<file path="src/rtl/imm_extend_pipe.sv">
// imm_extend_pipe: registered RISC-V immediate generator with a valid/ready
// handshake on both sides and a two-entry (main + skid) output buffer.
//
// state    | meaning
// ---------+------------------------------------------------------------
// ST_EMPTY | no beat held; OutValid=0, InReady=1 (after reset recovery)
// ST_ONE   | main register holds the output beat; skid register empty
// ST_FULL  | main and skid both hold beats; InReady=0
module imm_extend_pipe #(
    parameter int XLEN  = 32,
    parameter int TAG_W = 8
) (
    input  logic             clk,
    input  logic             rst_n,
    input  logic             InValid,
    output logic             InReady,
    input  logic [31:0]      Instr,
    input  logic [2:0]       ImmSrc,
    input  logic [TAG_W-1:0] TagIn,
    output logic             OutValid,
    input  logic             OutReady,
    output logic [XLEN-1:0]  ImmExt,
    output logic             Illegal,
    output logic [TAG_W-1:0] TagOut
);

    typedef enum logic [1:0] {
        ST_EMPTY = 2'd0,
        ST_ONE   = 2'd1,
        ST_FULL  = 2'd2
    } state_t;

    state_t state_q, state_d;

    logic             in_ready_q;
    logic [63:0]      dec_wide;
    logic             dec_illegal;
    logic [XLEN-1:0]  dec_imm;

    logic [XLEN-1:0]  main_imm, skid_imm;
    logic             main_illegal, skid_illegal;
    logic [TAG_W-1:0] main_tag, skid_tag;

    logic accept, drain;
    logic load_main, load_skid, main_from_skid;

    // The decode is built at 64 bits and truncated, so each format is written
    // once; for XLEN=32 the upper half simply falls away.
    always_comb begin
        dec_wide    = '0;
        dec_illegal = 1'b0;
        case (ImmSrc)
            3'b000: dec_wide = {{52{Instr[31]}}, Instr[31:20]};
            3'b001: dec_wide = {{52{Instr[31]}}, Instr[31:25], Instr[11:7]};
            3'b010: dec_wide = {{51{Instr[31]}}, Instr[31], Instr[7],
                                Instr[30:25], Instr[11:8], 1'b0};
            3'b011: dec_wide = {{43{Instr[31]}}, Instr[31], Instr[19:12],
                                Instr[20], Instr[30:21], 1'b0};
            3'b100: dec_wide = {{32{Instr[31]}}, Instr[31:12], 12'b0};
            3'b101: begin
                if (XLEN == 64) dec_wide = {58'b0, Instr[25:20]};
                else            dec_wide = {59'b0, Instr[24:20]};
            end
            3'b110: dec_wide = {59'b0, Instr[19:15]};
            default: dec_illegal = 1'b1;
        endcase
    end

    assign dec_imm = dec_wide[XLEN-1:0];

    // Opcode bits and the truncated upper decode bits are intentionally unused.
    logic unused_bits;
    assign unused_bits = ^{Instr[6:0], dec_wide};

    assign OutValid = (state_q != ST_EMPTY);
    assign InReady  = in_ready_q;
    assign accept   = InValid & in_ready_q;
    assign drain    = OutValid & OutReady;

    // Next-state and buffer-load decisions.
    always_comb begin
        state_d        = state_q;
        load_main      = 1'b0;
        load_skid      = 1'b0;
        main_from_skid = 1'b0;
        case (state_q)
            ST_EMPTY: begin
                if (accept) begin
                    load_main = 1'b1;
                    state_d   = ST_ONE;
                end
            end
            ST_ONE: begin
                if (accept && drain) begin
                    load_main = 1'b1;
                end else if (accept) begin
                    load_skid = 1'b1;
                    state_d   = ST_FULL;
                end else if (drain) begin
                    state_d   = ST_EMPTY;
                end
            end
            ST_FULL: begin
                if (drain) begin
                    main_from_skid = 1'b1;
                    state_d        = ST_ONE;
                end
            end
            default: state_d = ST_EMPTY;
        endcase
    end

    // State register; InReady is registered from the next state so it never
    // depends combinationally on OutReady, and it stays low through reset.
    always_ff @(posedge clk or negedge rst_n) begin
        if (!rst_n) begin
            state_q    <= ST_EMPTY;
            in_ready_q <= 1'b0;
        end else begin
            state_q    <= state_d;
            in_ready_q <= (state_d != ST_FULL);
        end
    end

    // Main output register: loads only on a new beat or a skid promotion.
    always_ff @(posedge clk or negedge rst_n) begin
        if (!rst_n) begin
            main_imm     <= '0;
            main_illegal <= 1'b0;
            main_tag     <= '0;
        end else if (load_main) begin
            main_imm     <= dec_imm;
            main_illegal <= dec_illegal;
            main_tag     <= TagIn;
        end else if (main_from_skid) begin
            main_imm     <= skid_imm;
            main_illegal <= skid_illegal;
            main_tag     <= skid_tag;
        end
    end

    // Skid register: catches the beat accepted while the main one is stalled.
    always_ff @(posedge clk or negedge rst_n) begin
        if (!rst_n) begin
            skid_imm     <= '0;
            skid_illegal <= 1'b0;
            skid_tag     <= '0;
        end else if (load_skid) begin
            skid_imm     <= dec_imm;
            skid_illegal <= dec_illegal;
            skid_tag     <= TagIn;
        end
    end

    assign ImmExt  = main_imm;
    assign Illegal = main_illegal;
    assign TagOut  = main_tag;

endmodule
</file>
<file path="config.mk">
export PLATFORM = sky130hd
export DESIGN_NAME = imm_extend_pipe
export DESIGN_NICKNAME = d
export VERILOG_FILES = /design/src/rtl/imm_extend_pipe.sv
export SDC_FILE = /design/constraint.sdc
export NUM_CORES = 1
export LEC_CHECK = 0
export ABC_CLOCK_PERIOD_IN_PS = 1910
export BUFFER_PORTS_ARGS = -buffer_cell sky130_fd_sc_hd__buf_4
export CORE_MARGIN = 10
export CORE_UTILIZATION = 54
export CTS_BUF_LIST = sky130_fd_sc_hd__clkbuf_16
export CTS_CLUSTER_DIAMETER = 50
export DETAILED_ROUTE_END_ITERATION = 10
export PLACE_DENSITY = 0.8
export SYNTH_ARGS = -nofsm -noshare
export SYNTH_HDL_FRONTEND = slang
export SYNTH_SLANG_ARGS = --single-unit
</file>
<file path="constraint.sdc">
create_clock -name clk -period 1.91 [get_ports clk]
set_input_delay 0.0955 -clock clk [delete_from_list [all_inputs] [get_ports clk]]
set_output_delay 0.0955 -clock clk [all_outputs]
set_load 0.05 [all_outputs]
</file>
==> results of run 1 <==
[cells by family (layout without fill, tap and decap cells)]
kind of cell | count (synthesis) | in the layout
muxes | 15 | 15
DFF | 85 | 85
AOI/OAI and AO/OA | 132 | 132
xor gates and xnor gates | 1 | 1
buffers and inverters | 51 | 143
and+or+nand+nor | 134 | 134
[placed cells by master, fill, tap and decap left out, types with 3 or more instances in the layout]
| cell | count |
|---|---|
| nor2b_1 | 6 |
| nand2_1 | 88 |
| clkbuf_16 | 9 |
| a221o_1 | 6 |
| o221ai_1 | 8 |
| bufinv_16 | 3 |
| o22a_1 | 7 |
| buf_4 | 98 |
| dlygate4sd3_1 | 9 |
| dfrtp_1 | 85 |
| a211oi_1 | 11 |
| o21ai_1 | 6 |
| nand3_1 | 4 |
| nor2_1 | 5 |
| inv_1 | 19 |
| and2_1 | 15 |
| a22oi_1 | 13 |
| mux2_2 | 5 |
| a21oi_1 | 42 |
| o21ai_0 | 26 |
| mux2i_1 | 10 |
| a31oi_1 | 6 |
[per-layer routing]
| layer | vias up | GRT usage | wire, um | share of wire |
|---|---|---|---|---|
| li1 | 1632 | - | - | - |
| met1 | 1756 | 0.2446 | 4529 | 0.40 |
| met2 | 130 | 0.3336 | 5746 | 0.51 |
| met3 | 23 | 0.03533 | 646 | 0.057 |
| met4 | 0 | 0.1015 | 313 | 0.028 |
| met5 | - | 0 | 0 | 0 |
[report_power, final]
group          internal, uW  switching [uW]  total [uW]
logic                  1340            2760        4100
registers              2660             515        3180
clock network          1270             697        1970
[path summary, 6_finish.rpt]
kind	startpoint	to	slack, ns	cells after the start
max in group asynchronous	rst_n	skid_imm[24]$_DFFE_PN0P_	1.00	3
setup reg to reg	state_q[0]$_DFF_PN0_	ImmExt[10]$_DFFE_PN0P_	0.23	5
hold reg to reg	skid_tag[0]$_DFFE_PN0P_	skid_tag[0]$_DFFE_PN0P_	0.48	2
hold / removal	Instr[30]	skid_imm[10]$_DFFE_PN0P_	0.01	3
setup / recovery	state_q[0]$_DFF_PN0_	ImmExt[10]$_DFFE_PN0P_	0.23	5
min in group asynchronous	rst_n	state_q[0]$_DFF_PN0_	0.29	2
[critical path, delay by kind of cell, from the launching register on]
family	cells	cell delay (ns)
flip-flops	1	0.43
AND/OR/NAND/NOR	2	0.69
AO/OA/AOI/OAI	2	0.18
buffers and inverters	1	0.26
[final cells by class]
type / count / share of cell area
Sequential cell: 85 / 0.4110
Timing Repair Buffer: 108 / 0.1634
Clock inverter: 7 / 0.02224
Inverter: 19 / 0.01378
Multi-Input combinational cell: 282 / 0.3221
Clock buffer: 9 / 0.04352
Tap cell: 99 / 0.02394
[flip-flops by register name, summed over array words and instances (netlist names)]
| name | count |
|---|---|
| ImmExt | 32 |
| skid_imm | 32 |
| TagOut | 8 |
| skid_tag | 8 |
| state_q | 2 |
| Illegal | 1 |
| InReady | 1 |
| skid_illegal | 1 |
[what timing repair did]
item / CTS / global route
gates resized for setup: 0 / 0
hold endpoints to repair: 44 / 0
hold buffers: 9 / 0
[metrics by stage]
stage,hold slack [ns],utilization,instances
after floorplan,-0.2001,-,418
after global placement,0.07391,0.6507,584
after detailed placement,0.08361,0.6507,584
after CTS,0.005530,0.7097,609
after global routing,0.03269,0.7097,609
final,0.01191,0.7097,609
[synthesized netlist by cell type (7+ instances only)]
master and instances:
nand2_1 88, dfrtp_1 85, a21oi_1 42, o21ai_0 26, inv_1 18, and2_1 15, buf_2 14, a22oi_1 13
a211oi_1 11, mux2i_1 10, o221ai_1 8, o22a_1 7
==> results.json, run 1 <==
{
  "status": "complete, no violations",
  "die_area_um2": 11390,
  "core.rowCount": 31,
  "hold_viol": 0,
  "final.period_utilization": 0.8805,
  "totalNegativeSetupSlack_ns": 0,
  "globalRouteOverflowTotal": 0,
  "antenna-diode-count": 0,
  "dr_total_vias": 3541,
  "grt_pass1_vias": 3685,
  "crit_path_max_fanout": 9,
  "synth.largest_area_cell": "dfrtp_1",
  "fin_area_um2": 5175,
  "setup_viol": 0,
  "ir_worst_vdd_v": 0.0009129,
  "clockBufferDepth": 2,
  "cts_made_buffers": 9,
  "synth-seq-cells": 85,
  "pwr_density_cell_nw_per_um2": 1787,
  "cts_tree": "built",
  "synth_top_family_by_area": "compound AO/OA/AOI/OAI gates",
  "antenna_found_initial": 0,
  "syn-num-nets": 465,
  "die_x_um": 106.7,
  "ys.flop_type": "dfrtp_1",
  "post_placement_cell_area_um2": 4745,
  "min_path_type": "input pin to flip-flop",
  "final.min_clock_period_ns": 1.682,
  "cp_cell_sequence": "nor2b_1 > or3_1 > buf_4 > a21oi_1 > a31oi_1",
  "cts_post_setup_buffers_inserted": 0,
  "adder_cell_area_share_of_the_yosys_netlist": 0,
  "fmax_mhz": 594.6,
  "synth_compound_area_frac": 0.2083,
  "p_leak_uw": 0.002468,
  "tightestPinTransition_ns": 0.5442,
  "initial_utilization": 0.5570,
  "track_usage": 0.2004,
  "syn_area_per_cell_um2": 9.716,
  "grt_pass1_wl_um": 18570,
  "postRouteAntennaNets": 0,
  "multiInputGateArea_um2": 1667,
  "crit_required_ns": 2.13,
  "timing.setup.critical_path_class": "flip-flop to flip-flop",
  "clkSinkCount": 85,
  "synth.top_cell.area_share": 0.5237,
  "placement.io_buffers": 82,
  "num-nets-final": 552,
  "fillers": 549,
  "synthMuxAreaShare": 0.03851,
  "drt-initial-drc-count": 277,
  "final-seq-area_um2": 2127,
  "clock_insertion_delay_worst_skew_ns": 0.33,
  "routedWlPerCell_um": 18.45,
  "netlist_area_um2": 4061,
  "h-tree-depth": 3,
  "drt_first_pass_iters": 4,
  "cp.arrival_ns": 1.90,
  "postSynthCellCount": 418,
  "area_growth_syn_to_layout_pct": 27.42,
  "synthesis.yosys.warnings": 0,
  "top_level_ports": 90,
  "vias_per_cell": 5.814,
  "rsz_0062_raised_after_global_routing": "no",
  "tot_pwr_uw": 9247,
  "preCtsSetupSlack_ns": 0.2460,
  "grt_start_max_net_pins": 52,
  "slowest_delay_ns": 0.51,
  "final_max_slew_viol_count": 0,
  "synth-edff-count": 0,
  "area_share_of_and_or_nand_nor_cells_after_synthesis": 0.1580,
  "endpoint_kind": "flip-flop",
  "fin_ws_ns": 0.2282,
  "drc": 0,
  "critPathSlowestCell": "or3_1",
  "skew_ns": 0.006367,
  "yosys-top-cells-area": "dfrtp_1 52%, nand2_1 8.1%, a21oi_1 5.2%",
  "timing.slew.headroom": 0.6365,
  "hpwl_um": 7515,
  "asyncSetResetFlopFracSynth": 1.000,
  "fraction_of_layout_instances_using_a_drive_strength_above_1": 0.2588,
  "start_kind": "flip-flop",
  "max_cap_viol_count": 0,
  "post_detailed_routing_wire_length_um": 11240,
  "synthXorXnorAreaFrac": 0.004005,
  "path_clk_slew_ns": 0.06,
  "post_synth_num_cell_types": 43,
  "die_h_um": 106.7,
  "cts_root_buffer": "clkbuf_16",
  "core_area_um2": 7292,
  "ys_seq_area_frac": 0.5237,
  "gp_congestion": 0.8265
}
Power figures use the tool's default switching activity.
==> run 2: changes to the inputs <==
Settings changed: CORE_ASPECT_RATIO set to 1.4, CORE_MARGIN 10 to 2, SKIP_CTS_REPAIR_TIMING set to 1.
==> run 2 against run 1 <==
  * The flow now finishes with violations (negative hold slack)
  * Critical path depth unchanged
  * Sequential power down 1%
  * Worst hold slack worse by 0.042 ns
  * Combinational power down 2%
  * Global-route usage up 4.9 points
  * Clock-buffer cell count unchanged
  * Final area down 2.3%
  * Critical path type unchanged
==> results.json, run 2 (synthesized netlist as in run 1, its figures left out) <==
{
  "status": "finished with violations",
  "violations": "negative hold slack",
  "timing.reg2reg.worst_path_depth": 5,
  "pwr_density_cell_nw_per_um2": 1716,
  "track_usage": 0.2494,
  "core.rowCount": 37,
  "globalRouteOverflowTotal": 0,
  "cts_tree": "built",
  "fraction_of_layout_instances_using_a_drive_strength_above_1": 0.2500,
  "vias_per_cell": 5.779,
  "hold_ws_ns": -0.03037,
  "layout_commonest_cell": "buf_4",
  "clock_insertion_delay_worst_skew_ns": 0.33,
  "die_x_um": 77.30,
  "core_area_um2": 7315,
  "fmax_mhz": 560.9,
  "routedWlPerCell_um": 16.50,
  "ir_worst_vdd_v": 0.0009042,
  "antenna_found_initial": 0,
  "fin_area_um2": 5056,
  "setup_viol": 0,
  "grt_pass1_wl_um": 16250,
  "dr_total_vias": 3473,
  "grt_pass1_vias": 3340,
  "area_growth_syn_to_layout_pct": 24.49,
  "skew_ns": 0.005025,
  "final_max_slew_viol_count": 0,
  "cts_root_buffer": "clkbuf_16",
  "hold-path-cell-count": 3,
  "crit_required_ns": 2.11,
  "gp_congestion": 0.8156,
  "post_placement_cell_area_um2": 4740,
  "endpoint_kind": "flip-flop",
  "h-tree-depth": 3,
  "placement.io_buffers": 82,
  "die_h_um": 106.6,
  "timing.setup.critical_path_class": "flip-flop to flip-flop",
  "hold_viol": 2,
  "min_path_type": "input pin to flip-flop",
  "clockBufferDepth": 2,
  "fillers": 601,
  "max_cap_viol_count": 0,
  "final.period_utilization": 0.9334,
  "die_area_um2": 8241,
  "timing.slew.headroom": 0.6547,
  "cp.arrival_ns": 1.99,
  "initial_utilization": 0.5553,
  "drc": 0,
  "drt_first_pass_iters": 5,
  "num-nets-final": 548,
  "top_level_ports": 90,
  "cts_made_buffers": 9,
  "clkSinkCount": 85,
  "p_leak_uw": 0.002418,
  "tightestPinTransition_ns": 0.5179,
  "hpwl_um": 6595,
  "grt_start_max_net_pins": 68,
  "totalNegativeSetupSlack_ns": 0,
  "path_clk_slew_ns": 0.06,
  "start_kind": "flip-flop",
  "antenna-diode-count": 0,
  "crit_path_max_fanout": 13,
  "final.min_clock_period_ns": 1.783,
  "rsz_0062_raised_after_global_routing": "no",
  "finish.utilization": 0.6912,
  "post_detailed_routing_wire_length_um": 9917,
  "postRouteAntennaNets": 0,
  "drt-initial-drc-count": 358,
  "layout_common_cells": "95 x buf_4, 88 x nand2_1, 85 x dfrtp_1, 42 x a21oi_1, 26 x o21ai_0"
}
[run 2: cell count changes in the layout (fill, tap and decap cells not counted)]
cell           delta
dlygate4sd3_1     -2
buf_4             -3
clkinv_1          +2
clkinv_4          -1
bufinv_16         -3
buf_12            +1
clkinv_2          +1
clkinvlp_4        -1
[run 2: final timing paths]
| kind | from | end | slack, ns |
|---|---|---|---|
| worst max-delay path | InReady$_DFF_PN0_ | ImmExt[8]$_DFFE_PN0P_ | 0.13 |
| worst min-delay path | TagIn[6] | skid_tag[6]$_DFFE_PN0P_ | -0.03 |
| worst max register to register | InReady$_DFF_PN0_ | ImmExt[8]$_DFFE_PN0P_ | 0.13 |
| worst min register to register | skid_tag[0]$_DFFE_PN0P_ | skid_tag[0]$_DFFE_PN0P_ | 0.48 |
| max in group asynchronous | rst_n | skid_imm[25]$_DFFE_PN0P_ | 1.08 |
| min in group asynchronous | rst_n | ImmExt[12]$_DFFE_PN0P_ | 0.19 |
[run 2: per-layer routing]
metal  vias up  wire (um)  GRT usage  part of all wire
met5         -          0          0                 0
met4         0        205    0.09949             0.021
met3        17        584    0.05556             0.059
met2       125       4884     0.3932              0.49
met1      1711       4243     0.3369              0.43
li1       1620          -          -                 -
[run 2: metrics by stage]
stage                     total power (uW)  worst slack (ns)  cells
after floorplan                       5960           0.08020    418
after global placement                7060            0.2264    580
after detailed placement              7189            0.1588    580
after CTS                             8704            0.1365    594
after global routing                  9155           0.03212    601
final                                 8677            0.1271    601
[run 2: cell type report]
class | count | area [um^2] | area share
Clock inverter | 5 | 21.27 | 0.004207
Inverter | 19 | 71.32 | 0.01411
Sequential cell | 85 | 2127 | 0.4207
Tap cell | 97 | 121.4 | 0.02400
Multi-Input combinational cell | 282 | 1667 | 0.3296
Clock buffer | 9 | 225.2 | 0.04454
Timing Repair Buffer | 104 | 823.3 | 0.1628
[run 2: power by group]
part | switching (uW) | total (uW) | internal, uW | leakage [uW]
registers | 483 | 3140 | 2660 | 0.00106
clock network | 651 | 1500 | 846 | 0.000127
logic | 2700 | 4030 | 1340 | 0.00123
total | 3830 | 8680 | 4850 | 0.00242
[run 2: critical path, cell delays in order (launching register included)]
cell and delay (ns):
dfrtp_1 0.38, nand2_1 0.16, or3_1 0.62, buf_4 0.29, a21oi_1 0.13, a31oi_1 0.07
==> run 3: changes to the inputs <==
Settings changed: MAX_ROUTING_LAYER set to met4.
==> run 3 against run 2 <==
  * The flow still finishes with violations (negative hold slack)
  * Worst setup slack better by 0.011 ns
  * Sequential share of layout area stayed put
  * Critical path depth is the same
  * Critical path type unchanged
  * Critical endpoint unchanged
==> results.json, run 3 (synthesized netlist as in run 1, its figures left out) <==
{
  "die_h_um": 106.6,
  "crit_path_buf_inv_count": 1,
  "crit_path_max_fanout": 13,
  "numPlacedInstances": 580,
  "p_seq_frac": 0.363,
  "top_level_ports": 90,
  "multiInputGateArea_um2": 1667,
  "rr_startpoint": "InReady$_DFF_PN0_",
  "num-nets-final": 548,
  "p_leak_uw": 0.002418,
  "path_clk_slew_ns": 0.06,
  "fin_ws_ns": 0.1386,
  "destination_of_the_worst_register_to_register_timing_path": "ImmExt[8]$_DFFE_PN0P_",
  "cp_cell_sequence": "nand2_1 > or3_1 > buf_4 > a21oi_1 > a31oi_1",
  "skew_ns": 0.005338,
  "layout_commonest_cell": "buf_4",
  "core.rowCount": 37,
  "antenna-diode-count": 0,
  "power_frac_comb": 0.464,
  "wl_met1_um": 4177,
  "tightestPinTransition_ns": 0.4983,
  "drc": 0,
  "postRouteAntennaNets": 0,
  "top_signal_layer_used": "met4",
  "hpwl_um": 6595,
  "cts_root_buffer": "clkbuf_16",
  "timing.slew.headroom": 0.6678,
  "cts_tree": "built",
  "min_path_type": "input pin to flip-flop",
  "power.net_switching_uw": 3831,
  "pwr_density_cell_nw_per_um2": 1716,
  "slowest_delay_ns": 0.61,
  "final.period_utilization": 0.9274,
  "final.min_clock_period_ns": 1.771,
  "hold_viol": 2,
  "initial_utilization": 0.5553,
  "grt_pass1_wl_um": 16240,
  "preCtsSetupSlack_ns": 0.1588,
  "post_detailed_routing_wire_length_um": 9920,
  "final-seq-area_um2": 2127,
  "routedWlPerCell_um": 16.51,
  "start_kind": "flip-flop",
  "h-tree-depth": 3,
  "antenna_found_initial": 0,
  "hold_ws_ns": -0.02924,
  "hold_path_startpoint": "TagIn[6]",
  "grt_pass1_vias": 3351,
  "fraction_of_layout_instances_using_a_drive_strength_above_1": 0.2500,
  "clockBufferDepth": 2,
  "core_area_um2": 7315,
  "final_max_slew_viol_count": 0,
  "rsz_0062_raised_after_global_routing": "no",
  "timing.setup.critical_path_class": "flip-flop to flip-flop",
  "fillers": 601,
  "drt-initial-drc-count": 371,
  "slack_of_the_worst_reg_to_reg_path_ns": 0.14,
  "track_usage": 0.2564,
  "met3_wirelength_um": 631,
  "layout_common_cells": "95 x buf_4, 88 x nand2_1, 85 x dfrtp_1, 42 x a21oi_1, 26 x o21ai_0",
  "power_frac_clock": 0.173,
  "area_growth_syn_to_layout_pct": 24.49,
  "critical-path-top-delay-family": "simple AND/OR/NAND/NOR gates",
  "dr_total_vias": 3476,
  "endpoint_kind": "flip-flop",
  "clock_insertion_delay_worst_skew_ns": 0.33,
  "ir_worst_vdd_v": 0.0009020,
  "p_int_uw": 4845,
  "globalRouteOverflowTotal": 0,
  "fmax_mhz": 564.5,
  "gp_congestion": 0.8277,
  "setup_viol": 0,
  "die_area_um2": 8241,
  "grt_start_max_net_pins": 68,
  "drt_first_pass_iters": 5,
  "switching_share": 0.4415,
  "violations": "negative hold slack",
  "cts_made_buffers": 9,
  "timing.reg2reg.worst_path_depth": 5,
  "totalNegativeSetupSlack_ns": 0,
  "status": "finished with violations",
  "worst_hold_path.endpoint": "skid_tag[6]$_DFFE_PN0P_",
  "final_cell_count_no_fill": 601,
  "finish.utilization": 0.6912,
  "cp.arrival_ns": 1.98,
  "critPathSlowestCell": "or3_1",
  "max_cap_viol_count": 0,
  "vias_per_cell": 5.784,
  "die_x_um": 77.30,
  "clkSinkCount": 85,
  "placement.io_buffers": 82,
  "hold-path-cell-count": 3,
  "met2_length_um": 4925,
  "crit_required_ns": 2.11
}
## run 3: per-stage QoR
step	total power [uW]	hold slack, ns	cell area, um^2
floorplan	5960	-0.2001	4061
global placement	7060	-0.01442	4740
detailed placement	7189	-0.007653	4740
CTS	8704	-0.3578	4986
global route	9155	0.001264	5056
finish	8676	-0.02924	5056
## run 3: worst max path at each step
stage	to	startpoint	cells past startpoint	slack, ns
2_1_floorplan	skid_imm[10]$_DFFE_PN0P_	InReady$_DFF_PN0_	7	0.08
3_3_place_gp	ImmExt[7]$_DFFE_PN0P_	InReady$_DFF_PN0_	5	0.23
3_5_place_dp	ImmExt[8]$_DFFE_PN0P_	InReady$_DFF_PN0_	5	0.16
4_1_cts	ImmExt[8]$_DFFE_PN0P_	InReady$_DFF_PN0_	5	0.14
5_1_grt	ImmExt[7]$_DFFE_PN0P_	InReady$_DFF_PN0_	5	0.03
6_report	ImmExt[8]$_DFFE_PN0P_	InReady$_DFF_PN0_	5	0.14
## run 3: layout make-up
| cell class | instances | area share |
|---|---|---|
| Clock buffer | 9 | 0.04454 |
| Timing Repair Buffer | 104 | 0.1628 |
| Tap cell | 97 | 0.02400 |
| Clock inverter | 5 | 0.004207 |
| Sequential cell | 85 | 0.4207 |
| Multi-Input combinational cell | 282 | 0.3296 |
| Inverter | 19 | 0.01411 |
## run 3: power groups by stage
stage	Sequential, uW	Clock [uW]	Combinational, uW
4_1_cts	3140	1520	4050
2_1_floorplan	4610	0	1350
5_1_grt	3240	1610	4300
6_report	3150	1500	4030
3_5_place_dp	3160	0	4030
3_3_place_gp	3120	0	3940
## run 3: worst reg2reg max path, cell delays in order (launching register included)
cell,delay [ns]
dfrtp_1,0.38
nand2_1,0.17
or3_1,0.61
buf_4,0.29
a21oi_1,0.13
a31oi_1,0.07
## run 3: per-layer routing
metal	vias to the layer above	track usage
met1	1706	0.3347
li1	1620	-
met4	0	0.09949
met5	-	-
met2	134	0.3957
met3	16	0.05556
